--- src/rtl/rom_boot_loader.sv ---
// Boot sequencer: copies the instruction ROM image into instruction RAM while holding the core.
// Optional macro BOOT_CHECKSUM_EN adds a running checksum gate on cpu_hold release.
`timescale 1ns/1ps
module rom_boot_loader #(
   parameter int ADDR_W     = 10,
   parameter int DATA_W     = 32,
   parameter int WORDS      = 428,
   parameter int LOAD_BASE  = 0,
   parameter int AUTO_START = 1
) (
   input  logic              clk,
   input  logic              rst_n,
   input  logic              start,
   output logic [ADDR_W-1:0] rom_addr,
   input  logic [DATA_W-1:0] rom_data,
   output logic              ram_we,
   output logic [ADDR_W-1:0] ram_addr,
   output logic [DATA_W-1:0] ram_wdata,
   input  logic              ram_ready,
   output logic              cpu_hold,
   output logic              busy,
   output logic              done,
   input  logic [DATA_W-1:0] expected_sum,
   output logic              csum_ok
);

   typedef enum logic [1:0] {IDLE, FETCH, WRITE, DONE} state_t;

   localparam logic [ADDR_W-1:0] LAST = ADDR_W'(WORDS - 1);
   localparam logic [ADDR_W-1:0] BASE = ADDR_W'(LOAD_BASE);
   localparam bit                AUTO = (AUTO_START != 0);

   state_t            state;
   logic [ADDR_W-1:0] idx;
   logic              go;
   logic              accept;
   logic              csum_pass;

   // IDLE is only reachable through reset, so AUTO_START can launch from it directly.
   assign go     = ((state == IDLE) && (start || AUTO)) || ((state == DONE) && start);
   assign accept = (state == WRITE) && ram_ready;

`ifdef BOOT_CHECKSUM_EN
   logic [DATA_W-1:0] sum;

   // Compare against the sum including the word accepted on the DONE-entry edge.
   assign csum_pass = ((sum + ram_wdata) == expected_sum);

   always_ff @(posedge clk or negedge rst_n) begin
      if (!rst_n)      sum <= '0;
      else if (go)     sum <= '0;
      else if (accept) sum <= sum + ram_wdata;
   end
`else
   logic unused_expected_sum;
   assign unused_expected_sum = ^expected_sum;
   assign csum_pass = 1'b1;
`endif

   always_ff @(posedge clk or negedge rst_n) begin
      if (!rst_n) begin
         state     <= IDLE;
         idx       <= '0;
         rom_addr  <= '0;
         ram_we    <= 1'b0;
         ram_addr  <= '0;
         ram_wdata <= '0;
         cpu_hold  <= 1'b1;
         busy      <= 1'b0;
         done      <= 1'b0;
         csum_ok   <= 1'b0;
      end else if (go) begin
         state    <= FETCH;
         idx      <= '0;
         rom_addr <= '0;
         busy     <= 1'b1;
         done     <= 1'b0;
         cpu_hold <= 1'b1;
         csum_ok  <= 1'b0;
      end else begin
         case (state)
            FETCH: begin
               ram_wdata <= rom_data;
               ram_addr  <= BASE + idx;
               ram_we    <= 1'b1;
               state     <= WRITE;
            end
            WRITE: begin
               if (ram_ready) begin
                  ram_we <= 1'b0;
                  if (idx == LAST) begin
                     state    <= DONE;
                     busy     <= 1'b0;
                     done     <= 1'b1;
                     csum_ok  <= csum_pass;
                     cpu_hold <= ~csum_pass;
                  end else begin
                     idx      <= idx + 1'b1;
                     rom_addr <= idx + 1'b1;
                     state    <= FETCH;
                  end
               end
            end
            default: ;
         endcase
      end
   end

endmodule

--- config.mk ---
export PLATFORM = sky130hd
export DESIGN_NAME = rom_boot_loader
export DESIGN_NICKNAME = d
export VERILOG_FILES = /design/src/rtl/rom_boot_loader.sv
export SDC_FILE = /design/constraint.sdc
export NUM_CORES = 1
export LEC_CHECK = 0
export ABC_AREA = 1
export CORE_MARGIN = 1
export CORE_UTILIZATION = 40
export CTS_CLUSTER_DIAMETER = 50
export DETAILED_ROUTE_END_ITERATION = 10
export GPL_TIMING_DRIVEN = 0
export PLACE_DENSITY = 0.81
export SLEW_MARGIN = 20
export SYNTH_ARGS = -nofsm -noshare
export SYNTH_HDL_FRONTEND = slang
export SYNTH_SLANG_ARGS = --single-unit
--- constraint.sdc ---
create_clock -name clk -period 1.5 [get_ports clk]
set_input_delay 0.3 -clock clk [delete_from_list [all_inputs] [get_ports clk]]
set_output_delay 0.3 -clock clk [all_outputs]
set_load 0.02 [all_outputs]
==> impl_metrics.json <==
{
  "outcome": "finished with violations",
  "failed_checks": "negative setup slack",
  "grt_pass1_wl_mm": 10.04,
  "cts_tree": "yes",
  "synth_enable_flop_cells": 0,
  "setup_viol_count_final": 12,
  "slew_headroom": 0.5120,
  "vias": 2323,
  "wl_per_cell_um": 13.07,
  "dieWidth_um": 81.57,
  "netlist_area_um2": 2532,
  "synth_nets": 375,
  "cts.path.max_buffers": 2,
  "synth.most_common_cell": "nand2_1",
  "worst-path-max-fanout": 5,
  "hpwlAfterDp_mm": 4.460,
  "synth_cells": 302,
  "cp_num_buf_inv": 3,
  "p_leak_nw": 2.003,
  "numCtsBuffers": 9,
  "vias_per_cell": 4.702,
  "dieArea_um2": 6654,
  "diodes": 0,
  "synth_top_cell_area_share": 0.5632,
  "synth_cell_type_count": 21,
  "hp-class": "input port to async pin",
  "async_flop_share": 1.000,
  "multiInputGateArea_um2": 980.9,
  "clkSlewWorstSetupHoldPaths_ns": 0.06,
  "synth_area_per_cell_um2": 8.386,
  "wirelength_mm": 6.456,
  "fin_skew_ns": 0.005436,
  "yosysWarnings": 0,
  "htreeDepth": 3,
  "rrSetupSlack_ns": -0.1,
  "fin_crit_sh": 1.066,
  "grt_max_degree": 59,
  "core_region_area_um2": 6026,
  "yosys.area.top_type": "dfrtp_1",
  "worstRegToRegCells": 8,
  "fin_cells": 494,
  "timing.final.ws_setup_ns": -0.09973,
  "seq_area_um2": 1458,
  "insertion_delay_ns": 0.32,
  "cp-end-kind": "flop",
  "fmax_ghz": 0.6251,
  "grt_pass1_vias": 2194,
  "initial_utilization": 0.4203,
  "p_per_area_nw_per_um2": 1990,
  "ys_seq_elements": 58,
  "fill_cells": 577,
  "r2r_end": "rom_addr[9]",
  "crit_arrival_ns": 1.80,
  "critPathTopFamily": "flip-flops",
  "drive_above_1_share": 0.1575,
  "maxCapViolations": 0,
  "antenna_found_initial": 0,
  "slew_viol_final": 0,
  "ctsRootBufferMaster": "clkbuf_8",
  "required_ns": 1.70,
  "grt_overflow": 0,
  "first_pass_iters": 4,
  "r2r-start": "state[0]",
  "syn2layout_area_growth_pct": 50.10,
  "critPathLaunchType": "flop",
  "gp_congestion": 0.8796,
  "yosys-top-cells-area": "dfrtp_1 (56%), nand2_1 (22%), o21ai_0 (4.2%)",
  "rsz0062_at_grt": "yes",
  "synth_ff_type": "dfrtp_1",
  "crit_slowest_cell": "dfrtp_2",
  "die_y_um": 81.57,
  "finalCriticalPeriod_ns": 1.600,
  "port_buffers": 92,
  "fp-row-count": 28,
  "worstMarginPinSlew_ns": 0.7319,
  "final_nets": 488,
  "grt_usage": 0.2017,
  "path_class": "flop to flop",
  "final_util": 0.6308,
  "drt_iter0_markers": 135,
  "max_stage_delay_ns": 0.45,
  "hold_viol": 0,
  "drc": 0,
  "place.detailed.instances": 469,
  "route.antenna.remaining_nets": 0,
  "seq_area_frac_synth": 0.5736,
  "synthTopCellsByCount": "nand2_1 (151), dfrtp_1 (57), o21ai_0 (21)",
  "cts_sinks": 58,
  "ir_drop_uv": 1135,
  "cp_cell_sequence": "inv_2 > ha_1 > inv_1 > o21ai_2 > nand2_2 > buf_6 > nand2_1 > o21ai_1",
  "pin_count": 125
}
==> timing repair <==
action,in CTS,in global routing
pin swaps,2,4
cloned,2,0
resized for setup,84,34
buffers inserted,3,5
endpoints found under the hold margin,0,0
setup endpoints to repair,111,59
hold buffers,0,0
==> state kept, by name (all words and copies together), names as in the netlist <==
signal,cells
rom_addr,10
ram_we,1
csum_ok,1
cpu_hold,1
state,2
ram_wdata,32
busy,1
ram_addr,10
==> metrics by stage <==
stage	power (mW)	hold WS [ns]	cell area, um2	TNS [ns]	setup slack (ns)
final	7.564	0.02880	3801	-0.7975	-0.09973
after global routing	8.144	0.08412	3801	-1.625	-0.1878
after CTS	7.386	0.05318	3716	-0.5416	-0.06218
after detailed placement	6.242	0.4151	3545	-7.260	-0.2180
after global placement	6.117	0.4529	3547	-99.40	-1.640
after floorplan	4.591	0.004409	2532	0	0.03937
==> worst reg2reg max path: cells and delay by family (launching register included) <==
kind	cells	cell delay [ns]
and+or+nand+nor	2	0.22
AOI/OAI and AO/OA	2	0.24
buffers and inverters	3	0.36
DFF	1	0.45
adders and majority gates	1	0.20
==> how the worst max path moves through the flow <==
stage                      from      endpoint  slack, ns  cells past startpoint
detailed placement        start   rom_addr[7]      -0.22                      6
global route           state[0]   rom_addr[9]      -0.19                      8
finish                 state[0]   rom_addr[9]       -0.1                      8
CTS                    state[0]   rom_addr[1]      -0.06                      7
floorplan           rom_addr[0]   rom_addr[6]       0.04                      7
global placement          rst_n  ram_wdata[6]      -1.64                      1
==> kinds of logic (layout without fill, tap and decap cells) <==
family	Yosys count	in the layout	share of synthesized area
adder cells (fa/ha/maj)	5	5	0.02470
flip-flops	58	58	0.5736
AND/OR/NAND/NOR	176	176	0.2722
buffers and inverters	34	151	0.05879
AO/OA/AOI/OAI	29	29	0.07065
==> report_power, final <==
group	leakage, nW	total (mW)	switching [mW]	internal (mW)
Sequential	0.730	2.48	0.328	2.15
Combinational	1.19	3.82	2.33	1.48
Clock	0.0855	1.27	0.586	0.679
Total	2.00	7.56	3.25	4.31
==> routing by layer <==
layer,global-route usage,share of wire,vias to the layer above
li1,-,-,1164
met1,0.2500,0.42,1088
met5,0,0,-
met3,0.04889,0.063,6
met4,0.08246,0.0088,0
met2,0.3367,0.51,65
==> cell usage in the layout (no fill, tap or decap), drive strengths merged <==
cell type / instances
inv: 21
ha: 5
a21oi: 1
dfstp: 1
clkbuf: 21
clkinv: 1
o21ai: 25
nand3b: 1
dlygate4sd2: 52
nand3: 10
nand4: 3
nand2: 152
clkdlybuf4s15: 3
o211ai: 2
nor2: 10
clkdlybuf4s50: 34
buf: 18
o21bai: 1
clkinvlp: 1
dfrtp: 57
==> final cells by class <==
class / count / share of cell area
sequential: 58 / 0.3835
tap: 75 / 0.02469
inverter: 21 / 0.02140
clock inverter: 2 / 0.003292
multi-input combinational: 210 / 0.2581
buffer: 13 / 0.02370
timing repair buffer: 102 / 0.2436
clock buffer: 13 / 0.04180
(Power assumes the default switching activity.)
